[src/rtl/sisc_fetch_unit.sv]
// SISC fetch unit: program counter, instruction register and the
// req/valid fetch sequencer that talks to instruction memory.
module sisc_fetch_unit #(
    parameter int unsigned      PC_W     = 16,
    parameter int unsigned      IR_W     = 32,
    parameter int unsigned      MAX_WAIT = 15,
    parameter logic [PC_W-1:0]  RESET_PC = '0
) (
    input  logic            clk,
    input  logic            rst_f,
    input  logic            pc_rst,
    input  logic            pc_write,
    input  logic            pc_sel,
    input  logic            br_sel,
    input  logic            ir_load,
    input  logic [3:0]      stat,
    output logic            imem_req,
    output logic [PC_W-1:0] imem_addr,
    input  logic            imem_valid,
    input  logic [IR_W-1:0] imem_rdata,
    output logic [PC_W-1:0] pc,
    output logic [IR_W-1:0] ir,
    output logic [3:0]      opcode,
    output logic [3:0]      mm,
    output logic            br_cond,
    output logic            fetch_busy,
    output logic            fetch_done,
    output logic            fetch_err
);

    typedef enum logic [1:0] {S_IDLE, S_REQ, S_WAIT, S_DROP} state_t;

    localparam logic [7:0] LAST_CNT = 8'(MAX_WAIT - 1);

    state_t          state_q, state_d;
    logic [7:0]      cnt_q, cnt_d;
    logic [PC_W-1:0] pc_q, pc_d;
    logic [PC_W-1:0] addr_q, addr_d;
    logic [IR_W-1:0] ir_q, ir_d;
    logic            err_q, err_d;
    logic            done_q;
    logic            launch, capture, timeout;
    logic [15:0]     imm;
    logic [PC_W-1:0] target;

    always_ff @(posedge clk or negedge rst_f) begin
        if (!rst_f) begin
            state_q <= S_IDLE;
            cnt_q   <= '0;
        end else begin
            state_q <= state_d;
            cnt_q   <= cnt_d;
        end
    end

    // cnt_q counts cycles spent in WAIT, and separately in DROP, so both give up after MAX_WAIT cycles
    always_comb begin
        state_d = state_q;
        cnt_d   = cnt_q;
        launch  = 1'b0;
        capture = 1'b0;
        timeout = 1'b0;
        case (state_q)
            S_IDLE: begin
                if (ir_load && !pc_rst) begin
                    state_d = S_REQ;
                    launch  = 1'b1;
                end
            end
            S_REQ, S_WAIT: begin
                if (pc_rst) begin
                    state_d = imem_valid ? S_IDLE : S_DROP;
                    cnt_d   = '0;
                end else if (imem_valid) begin
                    state_d = S_IDLE;
                    capture = 1'b1;
                end else if (state_q == S_REQ) begin
                    state_d = S_WAIT;
                    cnt_d   = '0;
                end else if (cnt_q == LAST_CNT) begin
                    state_d = S_DROP;
                    timeout = 1'b1;
                    cnt_d   = '0;
                end else begin
                    cnt_d = cnt_q + 8'd1;
                end
            end
            S_DROP: begin
                if (imem_valid || cnt_q == LAST_CNT) begin
                    state_d = S_IDLE;
                end else begin
                    cnt_d = cnt_q + 8'd1;
                end
            end
            default: state_d = S_IDLE;
        endcase
    end

    always_comb begin
        imem_req   = (state_q == S_REQ) || (state_q == S_WAIT);
        fetch_busy = (state_q != S_IDLE);
    end

    assign imm    = ir_q[15:0];
    assign target = br_sel ? PC_W'(imm) : pc_q + PC_W'($signed(imm));

    // An explicit PC write overrides the post-fetch increment; pc_rst overrides both
    always_comb begin
        pc_d   = pc_q;
        ir_d   = ir_q;
        addr_d = addr_q;
        err_d  = err_q;
        if (launch) begin
            addr_d = pc_q;
        end
        if (capture) begin
            ir_d = imem_rdata;
            pc_d = pc_q + PC_W'(1);
        end
        if (timeout) begin
            ir_d  = '0;
            err_d = 1'b1;
        end
        if (pc_rst) begin
            pc_d  = RESET_PC;
            err_d = 1'b0;
        end else if (pc_write) begin
            pc_d = pc_sel ? target : pc_q + PC_W'(1);
        end
    end

    always_ff @(posedge clk or negedge rst_f) begin
        if (!rst_f) begin
            pc_q   <= RESET_PC;
            ir_q   <= '0;
            addr_q <= RESET_PC;
            err_q  <= 1'b0;
            done_q <= 1'b0;
        end else begin
            pc_q   <= pc_d;
            ir_q   <= ir_d;
            addr_q <= addr_d;
            err_q  <= err_d;
            done_q <= capture;
        end
    end

    assign pc         = pc_q;
    assign ir         = ir_q;
    assign imem_addr  = addr_q;
    assign opcode     = ir_q[IR_W-1 -: 4];
    assign mm         = ir_q[IR_W-5 -: 4];
    assign br_cond    = |(mm & stat);
    assign fetch_done = done_q;
    assign fetch_err  = err_q;

endmodule

[config.mk]
export PLATFORM = sky130hd
export DESIGN_NAME = sisc_fetch_unit
export DESIGN_NICKNAME = d
export VERILOG_FILES = /design/src/rtl/sisc_fetch_unit.sv
export SDC_FILE = /design/constraint.sdc
export NUM_CORES = 1
export LEC_CHECK = 0
export BUFFER_PORTS_ARGS = -buffer_cell sky130_fd_sc_hd__clkbuf_2
export CAP_MARGIN = 20
export CORE_MARGIN = 2
export CORE_UTILIZATION = 40
export CTS_CLUSTER_SIZE = 30
export DETAILED_ROUTE_END_ITERATION = 12
export PLACE_DENSITY_LB_ADDON = 0.12
export SYNTH_ARGS = -nofsm -noshare
export SYNTH_HDL_FRONTEND = slang
export SYNTH_SLANG_ARGS = --single-unit
[constraint.sdc]
create_clock -name clk -period 6.8 [get_ports clk]
set_clock_uncertainty 0.1 [all_clocks]
set_input_delay 0.68 -clock clk [delete_from_list [all_inputs] [get_ports clk]]
set_output_delay 0.68 -clock clk [all_outputs]
set_load 0.02 [all_outputs]
==> key figures, run 1 <==
Routing
  – Detailed Route WL: around 13000 µm
  – Antenna Nets Post-Route: 0
  – Drt drc: 0
  – Vias post-DR: around 4500
  – First-pass iteration count of the detailed router: 5
  – Vias per std cell: 5.65
  – Iter 0 DRT Violations: 260
  – DR WL/cell: about 17 µm

Global routing
  – Antenna violations before repair: 0
  – Global route overflow: 0
  – Global-route total usage across every layer: 0.212
  – Largest net degree at the start of global routing: 77
  – First-pass GRT wire length: around 22000 µm
  – Vias in the first global route: roughly 4200

Job
  – Max Cap Viol: 0

Timing
  – Max_slew headroom: 0.293
  – FMAX: ~0.29 GHz
  – Setup ws final: approximately 3400 ps
  – Final Cycle Share: 0.507
  – Sum Neg Setup Slack: 0 ps
  – Unrepaired setup endpoints after global routing: no
  – Slew Limit Fails: 0
  – Post-route minimum period: 3450 ps
  – Slew @ Worst Pin: about 1100 ps
  – Final setup fails: 0
  – Fin. Hold Viols: 0

Layout
  – P&R area growth vs syn: 21.0%
  – Fill cell count: around 1100
  – Share of cells above drive strength 1: 0.248
  – Diodes inserted: 0
  – Non-Filler Instances: 788
  – Nets: 706

Power and ir drop
  – Int Pwr: roughly 1.4 mW
  – Clock group share of total power: 0.230
  – Sw power: around 1.1 mW
  – Logic pwr share: 0.449
  – Switching Fraction: 0.432
  – Worst IR Drop VDD: approximately 0.26 mV
  – P_leak: 2.75 nW
  – Pwr dens: around 430 nW/µm²
  – Register share of total power: 0.321

Synth
  – Primary FF master, synth: dfrtp_1
  – Synth Register Bits: 76
  – Area share of the largest cell type after synthesis: 0.405
  – Sequential-to-total area share from yosys stat: 0.405
  – Mapped Cells: around 540
  – Area contributors post-synth: dfrtp_1 (41%), nand2_1 (7.4%), a21oi_1 (5.9%)
  – Syn Nets: around 610
  – Count leader, synth: nand2_1
  – Syn. warnings: 0
  – Synth area leader: dfrtp_1
  – Synth async-reset ratio: 1.00
  – Syn avg cell area: 8.68 µm²
  – Synth cell types: 65
  – Synth cell count leaders: nand2_1 (92), dfrtp_1 (76), a21oi_1 (55)
  – Number of synthesized flops with an enable pin: 0
  – Post-Syn Area: 4690 µm²

Floorplan
  – Row cnt: 39
  – Initial Util: 0.411
  – Core Region: approximately 11000 µm²
  – Die H: 112 µm
  – Die X: ~110 µm
  – Die area: approximately 13000 µm²
  – IO Count: roughly 120

Clocking
  – TritonCTS Buffers: 9
  – H-tree Lvls: 3
  – Root Buffer: clkbuf_16
  – Hold buffers post-CTS: 0
  – Setup Fix Bufs, Post-CTS: 0
  – CTS Sinks: 76
  – CTS tree: built
  – Clk buf depth: 2
  – Clk_lat worst skew: 330 ps
  – Clock transition at path regs: about 60 ps
  – Post-CTS Resized: 0

Critical path
  – RR Startpoint: state_q[0]
  – Crit path from: pc_rst
  – Worst reg2reg path depth: 6
  – Worst Setup EP: ir[1]
  – Critical Path RT: ~6900 ps
  – Worst Path Max Fanout: 34
  – Crit path launch type: input pin
  – R2r setup slk: 3360 ps
  – CP endpoint kind: flop
  – Critical path type: input pin to flop
  – Reg-to-reg endpoint: ir[1]
  – WP data arrival: between 3000 and 4000 ps

Placement
  – # port buffers: 120
  – Pre-CTS worst setup slack: ~2900 ps
  – Placer Congestion: slightly above 0.9
  – Placed cells: roughly 770
  – Post-DP HPWL: roughly 9400 µm

Worst hold path
  – Worst Hold Class: flop to flop
  – Worst Hold Depth: 2

Status
  – Status: finished clean
stage by stage:
stage | cell area [µm²] | hold WS [ps] | total power, mW | util
finish | 5680 | 380 | 2.45 | 0.497
global route | 5680 | 420 | 2.62 | 0.497
CTS | 5680 | 386 | 2.46 | 0.497
detailed placement | 5330 | 373 | 1.89 | 0.467
global placement | 5330 | 373 | 1.86 | 0.467
floorplan | 4690 | 284 | 1.55 | -
cells by family (layout without fill, tap and decap cells):
| logic type | Yosys count | after routing | synth area share |
|---|---|---|---|
| buffers and inverters | 45 | 149 | 0.0426 |
| AOI/OAI and AO/OA | 161 | 161 | 0.220 |
| muxes | 20 | 20 | 0.0464 |
| adders and majority gates | 22 | 22 | 0.0602 |
| DFF | 76 | 76 | 0.405 |
| and+or+nand+nor | 210 | 210 | 0.213 |
| xor gates and xnor gates | 7 | 7 | 0.0131 |
layout by cell type, fill, tap and decap left out, types with 5 or more instances in the layout:
cell | synthesis | final
clkbuf_2 | 0 | 119
nand2_1 | 92 | 92
dfrtp_1 | 76 | 76
a21oi_1 | 55 | 55
o21ai_0 | 40 | 40
nor2_1 | 36 | 36
ha_1 | 21 | 21
nand3_1 | 19 | 19
mux2_2 | 14 | 14
nor3_1 | 12 | 12
inv_1 | 11 | 11
nand2b_1 | 10 | 10
and3_1 | 9 | 9
clkbuf_16 | 0 | 9
a22oi_1 | 8 | 8
a211oi_1 | 7 | 7
o31ai_1 | 6 | 6
nand4_1 | 6 | 6
mux2i_1 | 6 | 6
xor2_1 | 6 | 6
a31oi_1 | 6 | 6
nor2b_1 | 5 | 5
worst min path at each step:
stage | end | slack [ps] | start
2_1_floorplan | cnt_q[0] | 280 | rst_f
3_3_place_gp | imem_addr[10] | 370 | imem_addr[10]
3_5_place_dp | imem_addr[4] | 370 | imem_addr[4]
4_1_cts | imem_addr[4] | 390 | imem_addr[4]
5_1_grt | imem_addr[1] | 420 | imem_addr[1]
6_report | imem_addr[4] | 380 | imem_addr[4]
critical path, cell delays in order:
cell	delay, ps
clkbuf_2	420
nor2b_1	120
nand2_1	800
clkinv_1	1080
a21oi_1	380
nor2_1	70
routing by layer:
layer,up-vias,wire length [µm],global-route usage
li1,2163,-,-
met5,-,0,0
met1,2104,6220,0.310
met3,16,964,0.0464
met4,0,155,0.0642
met2,168,5740,0.314
sequential cells by signal (all words and copies together) (netlist names):
name and flops:
cnt_q 8, imem_addr 16, pc 16, fetch_done 1, fetch_err 1, state_q 2, ir 32
layout make-up:
type | instances | area [µm²] | area share
timing repair buffer | 121 | 611 | 0.107
tap | 143 | 179 | 0.0315
sequential | 76 | 1900 | 0.335
multi-input combinational | 420 | 2590 | 0.456
clock buffer | 12 | 256 | 0.0452
inverter | 12 | 45.0 | 0.00793
clock inverter | 4 | 95.1 | 0.0167
power by group through the flow:
stage / Clock (mW) / Combinational (mW) / Sequential (mW)
5_1_grt: 0.596 / 1.21 / 0.810
3_5_place_dp: 0 / 1.10 / 0.790
3_3_place_gp: 0 / 1.07 / 0.784
4_1_cts: 0.576 / 1.10 / 0.784
6_report: 0.564 / 1.10 / 0.786
2_1_floorplan: 0 / 0.636 / 0.912
Note: power is estimated with default switching activity, not from simulation.
==> run 2, diff against run 1 <==
==> constraint.sdc (replaced) <==
create_clock -name clk -period 3.3 [get_ports clk]
set_clock_uncertainty 0.1 [all_clocks]
set_input_delay 0.33 -clock clk [delete_from_list [all_inputs] [get_ports clk]]
set_output_delay 0.33 -clock clk [all_outputs]
set_load 0.02 [all_outputs]
==> run 2 against run 1 <==
Global-route usage rose by 0.87 points. Non-clock buffer count rose by 6. Largest power group unchanged. Utilization up 0.39 points. Sequential cell count is the same. Clock power up 110%.
==> key figures, run 2 (synthesis gave the netlist of run 1 again) <==
Status
  – Status: finished clean

Power and ir drop
  – Worst IR Drop VDD: 0.569 mV
  – Sw power: 2.21 mW
  – Pwr dens: around 900 nW/µm²
  – P_leak: ~2.8 nW
  – Logic pwr share: 0.454
  – Clock group share of total power: 0.229
  – Switching Fraction: 0.434
  – Int Pwr: ~2.9 mW
  – Register share of total power: 0.317

Routing
  – Detailed Route WL: about 14000 µm
  – Vias per std cell: about 5.7
  – DR WL/cell: roughly 17 µm
  – Vias post-DR: roughly 4500
  – Iter 0 DRT Violations: between 300 and 400
  – Antenna Nets Post-Route: 0
  – First-pass iteration count of the detailed router: 5
  – Drt drc: 0

Clocking
  – TritonCTS Buffers: 9
  – Setup Fix Bufs, Post-CTS: 0
  – Hold buffers post-CTS: 0
  – H-tree Lvls: 3
  – Root Buffer: clkbuf_16
  – CTS Sinks: 76
  – Clk_lat worst skew: about 340 ps
  – CTS tree: built
  – Clock transition at path regs: roughly 60 ps
  – Post-CTS Resized: 0
  – Clk buf depth: 2

Layout
  – Non-Filler Instances: ~800
  – Max FFs per register: 32
  – Nets: 712
  – Fill cell count: between 1000 and 1500
  – Post-Layout Inst Area: 5730 µm²
  – Share of cells above drive strength 1: 0.255
  – P&R area growth vs syn: 22.0%
  – Diodes inserted: 0
  – Area of the multi-input gates: 2590 µm²
  – Leading cell type in the layout, fill and taps excluded: clkbuf_2
  – Register Area: about 1900 µm²
  – Commonest non-fill, non-tap cells in the layout: clkbuf_2 (119), nand2_1 (92), dfrtp_1 (76)

Timing
  – Max_slew headroom: 0.342
  – Unrepaired setup endpoints after global routing: no
  – Final Cycle Share: 0.800
  – Final hold slack: about 55 ps
  – Slew Limit Fails: 0
  – Slew @ Worst Pin: ~990 ps
  – Sum Neg Setup Slack: 0 ps
  – Final setup fails: 0
  – Post-route minimum period: around 2600 ps
  – FMAX: around 0.38 GHz
  – Fin. Hold Viols: 0

Critical path
  – Max stage delay on crit path: approximately 470 ps
  – CP max stage cell: a311o_2
  – Crit path launch type: flop
  – Worst Path Max Fanout: 8
  – Critical Path RT: ~3400 ps
  – Critical path, cell by cell: ha_1, inv_1, fa_1, nor2b_4, o21a_1, a311o_2, a221oi_2, mux2i_1, nand2_1
  – WP data arrival: roughly 2800 ps
  – Critical path type: flop to flop
  – CP endpoint kind: flop

Placement
  – Placed cells: approximately 780
  – Placed cell area: 5370 µm²
  – Placer Congestion: 0.955
  – Post-DP HPWL: 9870 µm
  – # port buffers: 120

Floorplan
  – Die H: between 100 and 150 µm
  – Die X: between 100 and 150 µm
  – Core Region: roughly 11000 µm²
  – Initial Util: 0.411
  – Die area: ~13000 µm²
  – IO Count: approximately 120
  – Row cnt: 39

Global routing
  – Global-route total usage across every layer: 0.220
  – Vias in the first global route: 4253
  – First-pass GRT wire length: 22400 µm
  – Largest net degree at the start of global routing: between 70 and 80
  – Global route overflow: 0
  – Antenna violations before repair: 0

Worst hold path
  – Worst Hold Class: input pin to async pin

Job
  – Max Cap Viol: 0
==> run 2: changes by cell type in the layout (fill, tap and decap cells not counted) <==
cell	delta
buf_4	+6
==> run 2: final cells by class <==
cell class | instances | area share
clock buffers | 12 | 0.0448
multi-input cells | 420 | 0.453
inverters | 12 | 0.00787
well taps | 143 | 0.0313
clock inverters | 4 | 0.0166
flip-flops and latches | 76 | 0.332
repair buffers | 127 | 0.115
==> run 2: final timing paths <==
| check | startpoint | to | slack [ps] | cells past startpoint |
|---|---|---|---|---|
| worst max register to register | pc[0] | pc[14] | 660 | 9 |
| worst min-delay path | rst_f | cnt_q[4] | 60 | 1 |
| worst min register to register | imem_addr[10] | imem_addr[10] | 380 | 2 |
| max in group asynchronous | rst_f | ir[21] | 2410 | 1 |
| min in group clk | imem_rdata[27] | ir[27] | 110 | 3 |
| worst max-delay path | pc[0] | pc[14] | 660 | 9 |
==> run 2: per-stage QoR <==
stage | util | setup slack [ps] | power, mW
finish | 0.501 | 659 | 5.09
global route | 0.501 | 515 | 5.43
CTS | 0.501 | 690 | 5.12
detailed placement | 0.471 | 701 | 3.93
global placement | 0.471 | 734 | 3.87
floorplan | - | 779 | 3.19
==> run 2: routing by layer <==
layer / up-vias / routed length, µm / GRT usage
li1: 2178 / - / -
met4: 0 / 173 / 0.0553
met3: 19 / 1140 / 0.0513
met5: - / 0 / 0
met1: 2124 / 6310 / 0.319
met2: 214 / 5880 / 0.335
==> run 2: power by group through the flow <==
| stage | registers (mW) | clock network [mW] | logic, mW |
|---|---|---|---|
| 3_3_place_gp | 1.61 | 0 | 2.27 |
| 6_report | 1.62 | 1.17 | 2.31 |
| 2_1_floorplan | 1.88 | 0 | 1.31 |
| 4_1_cts | 1.61 | 1.19 | 2.31 |
| 5_1_grt | 1.66 | 1.22 | 2.54 |
| 3_5_place_dp | 1.63 | 0 | 2.30 |
==> run 2: critical path: cells and delay by family (launching register included) <==
family                   cells  cell delay (ps)
adder cells (fa/ha/maj)      2              480
AO/OA/AOI/OAI                3             1030
multiplexers                 1              220
flip-flops                   1              460
AND/OR/NAND/NOR              2              140
buffers and inverters        1               80
==> run 3, diff against run 2 <==
--- a/config.mk
+++ b/config.mk
@@ -5,6 +5,7 @@
 export SDC_FILE = /design/constraint.sdc
 export NUM_CORES = 1
 export LEC_CHECK = 0
+export ABC_AREA = 1
 export BUFFER_PORTS_ARGS = -buffer_cell sky130_fd_sc_hd__clkbuf_2
 export CAP_MARGIN = 20
 export CORE_MARGIN = 2
==> constraint.sdc (replaced) <==
create_clock -name clk -period 2.6 [get_ports clk]
set_clock_uncertainty 0.1 [all_clocks]
set_input_delay 0.26 -clock clk [delete_from_list [all_inputs] [get_ports clk]]
set_output_delay 0.26 -clock clk [all_outputs]
set_load 0.02 [all_outputs]
==> run 3 against run 2 <==
Maximum frequency rose by 18%. Power rose by 18%. Worst hold slack improved by 62 ps. First-iteration DRC count fell by 42%. Sequential share of layout area fell by 0.81 points. Design area rose by 2.5%. Combinational power rose by 23%. Cell count rose by 20%. Synthesized cell count rose by 27%. Area after synthesis rose by 3.1%.
==> key figures, run 3 <==
Placement
  – Post-DP HPWL: approximately 9800 µm
  – Pre-CTS worst setup slack: approximately 360 ps
  – # port buffers: 120
  – Placed cells: ~940
  – Placer Congestion: 0.875

Timing
  – Slew Limit Fails: 0
  – FMAX: about 0.45 GHz
  – Fin. Hold Viols: 0
  – Final Cycle Share: 0.864
  – Unrepaired setup endpoints after global routing: no
  – Sum Neg Setup Slack: 0 ps
  – Final setup fails: 0
  – Post-route minimum period: about 2200 ps
  – Setup ws final: about 350 ps
  – Slew @ Worst Pin: between 600 and 700 ps
  – Max_slew headroom: 0.591

Routing
  – Vias per std cell: between 4 and 5
  – Met2 wire len: slightly above 6000 µm
  – First-pass iteration count of the detailed router: 5
  – Met3 Routed Length: around 560 µm
  – Met1 WL: 6050 µm
  – DR WL/cell: approximately 14 µm
  – Detailed Route WL: 12900 µm
  – Top Metal Used: met4
  – Iter 0 DRT Violations: between 200 and 250
  – Drt drc: 0
  – Antenna Nets Post-Route: 0
  – Vias post-DR: between 4000 and 5000

Critical path
  – Critical path type: flop to flop
  – Reg-to-reg endpoint: cnt_q[1]
  – Crit path from: state_q[0]
  – Crit path launch type: flop
  – Worst Path Max Fanout: 35
  – Critical Path RT: about 2700 ps
  – WP data arrival: approximately 2400 ps
  – R2r setup slk: ~350 ps
  – RR Startpoint: state_q[0]
  – Worst reg2reg path depth: 10
  – CP endpoint kind: flop
  – Worst Setup EP: cnt_q[1]

Clocking
  – CTS Sinks: between 70 and 80
  – TritonCTS Buffers: 9
  – H-tree Lvls: 3
  – Clock transition at path regs: roughly 60 ps
  – CTS tree: built
  – Root Buffer: clkbuf_16
  – Clk_lat worst skew: between 300 and 400 ps
  – Clk buf depth: 2

Synth
  – Primary FF master, synth: dfrtp_1
  – Mux cell area share after synthesis: 0
  – Area contributors post-synth: dfrtp_1 (39%), nand2_1 (16%), inv_1 (9.7%)
  – Mapped Cells: about 700
  – Syn avg cell area: 7.03 µm²
  – Synth cell types: 30
  – Post-Syn Area: a little under 5000 µm²
  – Synth cell count leaders: nand2_1 (208), inv_1 (125), dfrtp_1 (76)
  – Synth async-reset ratio: 1.00
  – Post-synthesis xor/xnor area fraction: 0.00724
  – Syn Nets: 754
  – Area share of the largest cell type after synthesis: 0.393
  – Synth Area in Adders: 0.0584
  – Count leader, synth: nand2_1
  – Number of synthesized flops with an enable pin: 0
  – Synth area leader: dfrtp_1
  – Syn. warnings: 0
  – Synth Register Bits: 76
  – Sequential-to-total area share from yosys stat: 0.393
  – Post-synthesis simple-gate area fraction: 0.274
  – Main combinational cell family by area after synthesis: simple AND/OR/NAND/NOR gates
  – Post-synthesis compound-gate area fraction: 0.142

Layout
  – Area of the multi-input gates: 2330 µm²
  – Commonest non-fill, non-tap cells in the layout: nand2_1 (208), inv_1 (125), clkbuf_2 (119)
  – Leading cell type in the layout, fill and taps excluded: nand2_1
  – Fill cell count: around 1200
  – Max FFs per register: 32
  – Non-Filler Instances: ~960
  – Nets: approximately 870
  – Register Area: between 1500 and 2000 µm²
  – Final Util: 0.493
  – P&R area growth vs syn: 21.3%
  – Share of cells above drive strength 1: 0.187
  – Diodes inserted: 0

Status
  – Status: finished clean

Global routing
  – Global route overflow: 0
  – Antenna violations before repair: 0
  – Global-route total usage across every layer: 0.207
  – Vias in the first global route: approximately 4500
  – First-pass GRT wire length: 21400 µm
  – Largest net degree at the start of global routing: 49

Floorplan
  – Row cnt: 40
  – Initial Util: 0.406
  – Die area: approximately 13000 µm²
  – IO Count: between 100 and 150
  – Die H: roughly 110 µm
  – Core Region: 11900 µm²
  – Die X: 114 µm

Job
  – Max Cap Viol: 0

Worst hold path
  – Worst Hold Class: input pin to flop

Power and ir drop
  – P_leak: 3.37 nW
  – Pwr Total: about 6.0 mW
  – Worst IR Drop VDD: around 0.53 mV
  – Pwr dens: between 1000 and 1500 nW/µm²
run 3: changes by cell type after synthesis, moves of 9 or more:
cell,change
clkbuf_1,-13
mux2_2,-14
nand2_1,+116
and3_1,-9
a21oi_1,-36
nand3_1,+26
nand2b_1,-10
a21boi_0,+26
nor2_1,+13
inv_1,+114
run 3: kinds of logic (layout without fill, tap and decap cells):
kind of cell	after synthesis	after routing
AO/OA/AOI/OAI	114	114
buffers and inverters	150	270
flip-flops	76	76
adder cells (fa/ha/maj)	22	22
AND/OR/NAND/NOR	322	322
XOR/XNOR	4	4
run 3: per-layer routing:
metal  global-route usage  vias up
li1                     -     2390
met1                0.272     2155
met2                0.344       87
met3               0.0351       12
met4               0.0772        0
met5                    0        -
run 3: worst max-delay path, cell delays in order, from the launching register on:
cell and delay [ps]:
dfrtp_1 390, inv_1 60, ha_1 330, inv_1 120, nor3_4 240, buf_12 240
nor2_1 70, o21ai_2 150, inv_1 160, nand2_1 160, o21ai_0 90
run 3: worst min path at each step:
stage	depth (start not counted)	endpoint	from	slack, ps
after CTS	4	ir[25]	imem_rdata[25]	110
after global placement	1	ir[31]	rst_f	220
after global routing	4	ir[17]	imem_rdata[17]	130
final	4	ir[24]	imem_rdata[24]	120
after detailed placement	1	ir[31]	rst_f	230
after floorplan	0	cnt_q[0]	rst_f	-140
run 3: layout make-up:
class / count / area share
timing repair buffer: 130 / 0.118
clock buffer: 10 / 0.0407
multi-input combinational: 462 / 0.398
clock inverter: 3 / 0.00682
inverter: 127 / 0.0812
sequential: 76 / 0.324
tap: 147 / 0.0313
run 3: report_power, final:
group	switching, mW	internal (mW)	leakage, nW	total, mW
Combinational	1.89	0.958	2.23	2.85
Sequential	0.361	1.58	0.998	1.94
Clock	0.485	0.750	0.140	1.23
run 3: repair_timing:
item	4_1_cts	5_1_grt
endpoints found under the hold margin	46	0
hold buffers	1	0
setup buffers	0	0
resized for setup	0	0
run 3: metrics by stage:
stage | hold WS (ps) | instance area, µm²
2_1_floorplan | -136 | 4840
3_3_place_gp | 217 | 5580
3_5_place_dp | 225 | 5580
4_1_cts | 108 | 5870
5_1_grt | 126 | 5870
6_report | 117 | 5870
